$ cat src/rtl/taillamp_sequencer.sv
// taillamp_sequencer: lead-in delay, then centre-out/outer-in LED frames
// repeated a fixed count, remaining repeats shown on a 7-segment digit.
module taillamp_sequencer #(
  parameter int N_LEDS     = 10,
  parameter int TICK_DIV   = 5000000,
  parameter int LEAD_TICKS = 20,
  parameter int REPEATS    = 9
) (
  input  logic              clk,
  input  logic              RESET,
  input  logic              start_n,
  input  logic [1:0]        mode,
  output logic [N_LEDS-1:0] led,
  output logic [7:0]        seg_n,
  output logic              busy,
  output logic              done
);
  localparam int H    = N_LEDS / 2;
  localparam int F    = 2 * H + 3;
  localparam int SMAX = (F > LEAD_TICKS) ? F : LEAD_TICKS;
  localparam int SW   = $clog2(SMAX + 1);
  localparam int PW   = $clog2(TICK_DIV);

  typedef enum logic [1:0] {
    IDLE, LEAD, RUN, DONE
  } state_t;

  state_t          state;
  logic [SW-1:0]   step;
  logic [PW-1:0]   pre;
  logic [3:0]      rep;
  logic            s1, s2, s3;
  logic            start_ev;
  logic            tick;

  function automatic logic [N_LEDS-1:0] frame(
    input logic [SW-1:0] s,
    input logic [1:0]    m
  );
    logic [N_LEDS-1:0] p;
    int si;
    int k;
    p  = '0;
    si = int'(s);
    for (int i = 0; i < N_LEDS; i++) begin
      if (si < H) begin
        k    = si + 1;
        p[i] = (i >= H - k) && (i < H + k);
      end else if (si > H && si <= 2 * H) begin
        k    = si - H;
        p[i] = (i < k) || (i >= N_LEDS - k);
      end
    end
    case (m)
      2'b01:   p[N_LEDS-1:H] = '0;
      2'b10:   p[H-1:0] = '0;
      2'b11:   p = '0;
      default: ;
    endcase
    return p;
  endfunction

  function automatic logic [7:0] digit(input logic [3:0] r);
    logic [6:0] g;
    case (r)
      4'd0:    g = 7'h40;
      4'd1:    g = 7'h79;
      4'd2:    g = 7'h24;
      4'd3:    g = 7'h30;
      4'd4:    g = 7'h19;
      4'd5:    g = 7'h12;
      4'd6:    g = 7'h02;
      4'd7:    g = 7'h78;
      4'd8:    g = 7'h00;
      4'd9:    g = 7'h10;
      default: g = 7'h7F;
    endcase
    return {1'b1, g};
  endfunction

  // s3 holds the previous synchronised level for falling-edge detection
  always_ff @(posedge clk or negedge RESET) begin
    if (!RESET) begin
      {s1, s2, s3} <= 3'b111;
    end else begin
      {s1, s2, s3} <= {start_n, s1, s2};
    end
  end

  assign start_ev = s3 & ~s2;
  assign tick     = (pre == PW'(TICK_DIV - 1));

  always_ff @(posedge clk or negedge RESET) begin
    if (!RESET) begin
      state <= IDLE;
      led   <= '0;
      busy  <= 1'b0;
      done  <= 1'b0;
      rep   <= 4'(REPEATS);
      seg_n <= digit(4'(REPEATS));
      step  <= '0;
      pre   <= '0;
    end else begin
      unique case (state)
        IDLE, DONE: begin
          if (start_ev) begin
            state <= LEAD;
            rep   <= 4'(REPEATS);
            seg_n <= digit(4'(REPEATS));
            step  <= '0;
            pre   <= '0;
            led   <= '0;
            busy  <= 1'b1;
            done  <= 1'b0;
          end
        end
        LEAD: begin
          pre <= tick ? '0 : pre + 1'b1;
          if (tick) begin
            if (step == SW'(LEAD_TICKS - 1)) begin
              state <= RUN;
              step  <= '0;
              led   <= frame('0, mode);
            end else begin
              step <= step + 1'b1;
            end
          end
        end
        RUN: begin
          pre <= tick ? '0 : pre + 1'b1;
          if (tick) begin
            if (step != SW'(F - 1)) begin
              step <= step + 1'b1;
              led  <= frame(step + 1'b1, mode);
            end else if (rep > 4'd1) begin
              rep   <= rep - 1'b1;
              seg_n <= digit(rep - 1'b1);
              step  <= '0;
              led   <= frame('0, mode);
            end else begin
              rep   <= 4'd0;
              seg_n <= digit(4'd0);
              led   <= '0;
              state <= DONE;
              busy  <= 1'b0;
              done  <= 1'b1;
            end
          end
        end
        default: state <= IDLE;
      endcase
    end
  end

endmodule
$ cat config.mk
export PLATFORM = sky130hd
export DESIGN_NAME = taillamp_sequencer
export DESIGN_NICKNAME = d
export VERILOG_FILES = /design/src/rtl/taillamp_sequencer.sv
export SDC_FILE = /design/constraint.sdc
export NUM_CORES = 1
export LEC_CHECK = 0
export BUFFER_PORTS_ARGS = -buffer_cell sky130_fd_sc_hd__buf_2
export CAP_MARGIN = 20
export CORE_ASPECT_RATIO = 2
export CORE_MARGIN = 8
export CORE_UTILIZATION = 50
export DETAILED_ROUTE_END_ITERATION = 10
export PLACE_DENSITY_LB_ADDON = 0.3
export SYNTH_ARGS = -nofsm -noshare
export SYNTH_HDL_FRONTEND = slang
export SYNTH_SLANG_ARGS = --single-unit
$ cat constraint.sdc
create_clock -name clk -period 2.8 [get_ports clk]
set_input_delay 0.14 -clock clk [delete_from_list [all_inputs] [get_ports clk]]
set_output_delay 0.14 -clock clk [all_outputs]
set_load 0.05 [all_outputs]
==> metrics.md <==
| Metric | Value |
|---|---|
| Reg2reg path depth | `11` |
| Synthesized area | `around 4200 µm²` |
| Leak pwr | `2.003 nW` |
| WHS | `212.0 ps` |
| Max-cap check violation count | `0` |
| Final GP Congestion | `0.9406` |
| Clk buf depth | `2` |
| Drt first pass iters | `6` |
| Nets@finish | `571` |
| Crit path max fanout | `6` |
| Grt total ovfl | `0` |
| Tcrit/Tclk final | `0.9499` |
| Sw Ratio | `0.4917` |
| Largest net degree at the start of global routing | `47` |
| Vias in the first global route | `roughly 4000` |
| Setup_tns | `0 ps` |
| Worst Hold Class | `input pin to asynchronous set/reset pin` |
| Row count | `47` |
| Worst slew pin tran | `642.4 ps` |
| DRC | `0` |
| CP arrival | `2840 ps` |
| CP cell instances | `ha_2, xnor2_4, xnor2_4, inv_2, ha_1, nand2_1, nand4_1, mux2_2, or3b_1, a21oi_1, o31ai_1` |
| Yosys synthesis warning count | `0` |
| Routing usage on met2 | `0.3690` |
| CTS tree | `yes` |
| Dpl hpwl | `around 9000 µm` |
| CP startpoint kind | `flip-flop` |
| Initial core utilization | `0.5096` |
| Die W | `80.77 µm` |
| # fillers | `789` |
| Most frequent CP cell | `xnor2_4` |
| Min cycle time layout | `2660 ps` |
| Layout cell share with drive strength beyond 1 | `0.1777` |
| Slowest Stage Delay on Critical Path | `450 ps` |
| Routing usage on met1 | `0.2023` |
| CP Depth | `11` |
| CTS root buffer | `clkbuf_16` |
| Critical Path Start | `step[1]` |
| ANT cells | `0` |
| Final Cell Area | `~4700 µm²` |
| CTS Buf Count | `5` |
| Pwr dens | `924.2 nW/µm²` |
| Synth Flop Type | `dfrtp_1` |
| Peak VDD IR | `0.0006436 V` |
| Met3 Use GR | `0.03094` |
| Number of antenna violations at the first check in global routing | `0` |
| CP top delay family | `simple AND/OR/NAND/NOR gates` |
| Die height | `approximately 150 µm` |
| Max Freq | `0.3760 GHz` |
| GR peak layer | `met2` |
| Psw | `2.132 mW` |
| P&R area growth vs syn | `11.84%` |
| RSZ-0062 raised after global routing | `no` |
| Clock power share | `0.140` |
| Port-buffer cells | `23` |
| Worst R2R Setup Slack | `140 ps` |
| Async set-reset flop share out of synthesis | `1.000` |
| H-tree levels | `2` |
| Power, Total | `4.336 mW` |
| Most frequent cells in the layout | `nand2_1, o21ai_0, dfrtp_1` |
| Worst reg2reg startpoint | `step[1]` |
| IO Count | `25` |
| Final Skew | `7.425 ps` |
| Distinct cells, synth | `75` |
| Seq pwr share | `0.247` |
| Status | `finished, final reports clean` |
| Post-DR vias/cell | `6.224` |
| P_int | `2.204 mW` |
| Die area | `roughly 12000 µm²` |
| Sequential share of the synthesized area | `0.3358` |
| CP required | `between 2000 and 3000 ps` |
| Slew HR | `0.5687` |
| Synthesized flop and latch total | `56` |
| Clock sinks | `56` |
| Final hold violations | `0` |
| Post-DP Area | `4492 µm²` |
| Syn Area/Cell | `8.242 µm²` |
| Worst setup EP type | `flip-flop` |
| EDFF count, synth | `0` |
| Total GRT Usage | `0.2044` |
| Insertion delay to the later sink of the worst-skew pair | `300 ps` |
| Global-route wire length before repair | `approximately 19000 µm` |
| Final Max Slew Viols | `0` |
| WP buf/inv | `1` |
| Clk slew on worst S/H paths | `about 70 ps` |
| DRT Wirelength | `around 12000 µm` |
| Comb power frac | `0.613` |
| Setup Crit Path Kind | `flip-flop to flip-flop` |
| Routed len/inst | `between 15 and 20 µm` |
| Final ANT Viol Nets | `0` |
| Setup Buffers After CTS | `0` |
| Final Setup Violations | `0` |
| Total number of vias | `approximately 4000` |
| Core area | `8233 µm²` |
| Synth Net Count | `534` |
| Fin util | `0.5699` |
| Slowest CP cell | `dfrtp_2` |
| DRT iter0 DRCs | `210` |
| Syn Inst Count | `509` |
| Commonest non-fill, non-tap cell in the layout | `nand2_1` |
| R2R Path End | `led[8]` |
[kinds of logic (layout without fill, tap and decap cells)]
kind of cell	after synthesis	in the layout	synth area share
AND/OR/NAND/NOR	194	194	0.2222
buffers and inverters	40	77	0.05308
multiplexers	10	10	0.02505
XOR/XNOR	19	19	0.04951
AO/OA/AOI/OAI	168	168	0.2514
other	1	1	0.0008939
adder cells (fa/ha/maj)	21	21	0.06203
flip-flops	56	56	0.3358
[power groups by stage]
stage	Combinational [mW]	Sequential [mW]	Clock (mW)
after detailed placement	2.63	1.08	0
after global routing	2.94	1.09	0.647
after CTS	2.64	1.07	0.623
final	2.66	1.07	0.607
after floorplan	1.82	1.23	0
after global placement	2.58	1.08	0
[registers in the layout, indices dropped and copies added, names as in the netlist]
name	count
busy	1
state	2
seg_n	7
s2	1
led	10
done	1
rep	4
pre	23
s3	1
s1	1
step	5
[per-layer routing]
metal  wire [µm]  share of wire
met1        4150           0.36
met2        6385           0.55
met3         394          0.034
met4         659          0.057
met5           0              0
[worst reg2reg max path: stages, from the launching register on]
cell and delay (ps):
dfrtp_2 450, ha_2 250, xnor2_4 260, xnor2_4 150
inv_2 80, ha_1 200, nand2_1 160, nand4_1 120
mux2_2 310, or3b_1 350, a21oi_1 150, o31ai_1 70
[cells in the mapped netlist (5+ instances only)]
master / count / area, µm²
nor2b_1: 5 / 31.28
a21oi_1: 30 / 150.1
ha_1: 20 / 250.2
a31oi_1: 12 / 75.07
nand4_1: 6 / 37.54
o211ai_1: 6 / 45.04
dfrtp_1: 50 / 1251
xnor2_1: 9 / 78.83
nand2_1: 84 / 315.3
mux2i_1: 6 / 60.06
o21a_1: 6 / 45.04
nand3_1: 13 / 65.06
nand2b_1: 7 / 43.79
o21ai_0: 55 / 275.3
and3_1: 9 / 56.30
clkbuf_1: 13 / 48.80
nor2_1: 35 / 131.4
xor2_1: 6 / 52.55
o21ai_1: 7 / 35.03
dfstp_2: 6 / 157.7
nor3_1: 7 / 35.03
inv_1: 15 / 56.30
o31ai_1: 15 / 112.6
[layout make-up]
type,count,area (µm²),area share
multi-input cells,413,2600,0.5541
flip-flops and latches,56,1410,0.3005
repair buffers,54,365.4,0.07787
clock buffers,6,128.9,0.02747
well taps,98,122.6,0.02613
inverters,16,60.06,0.01280
clock inverters,1,5.005,0.001067
[how the worst max path moves through the flow]
| stage | endpoint |
|---|---|
| 4_1_cts | led[8] |
| 3_3_place_gp | led[8] |
| 3_5_place_dp | led[8] |
| 5_1_grt | led[4] |
| 6_report | led[8] |
| 2_1_floorplan | led[8] |
[per-stage QoR]
stage          worst slack (ps)  instances
6_report                  140.3        644
5_1_grt                  0.2685        644
4_1_cts                   19.12        642
3_5_place_dp              28.17        634
3_3_place_gp              116.6        634
2_1_floorplan             27.64        509
[repair_timing]
| item | in CTS | in global routing |
|---|---|---|
| hold endpoints to repair | 1 | 39 |
| endpoints found under the setup margin | 0 | 9 |
| resized for setup | 0 | 6 |
| hold buffers | 1 | 1 |
(Power assumes the default switching activity.)
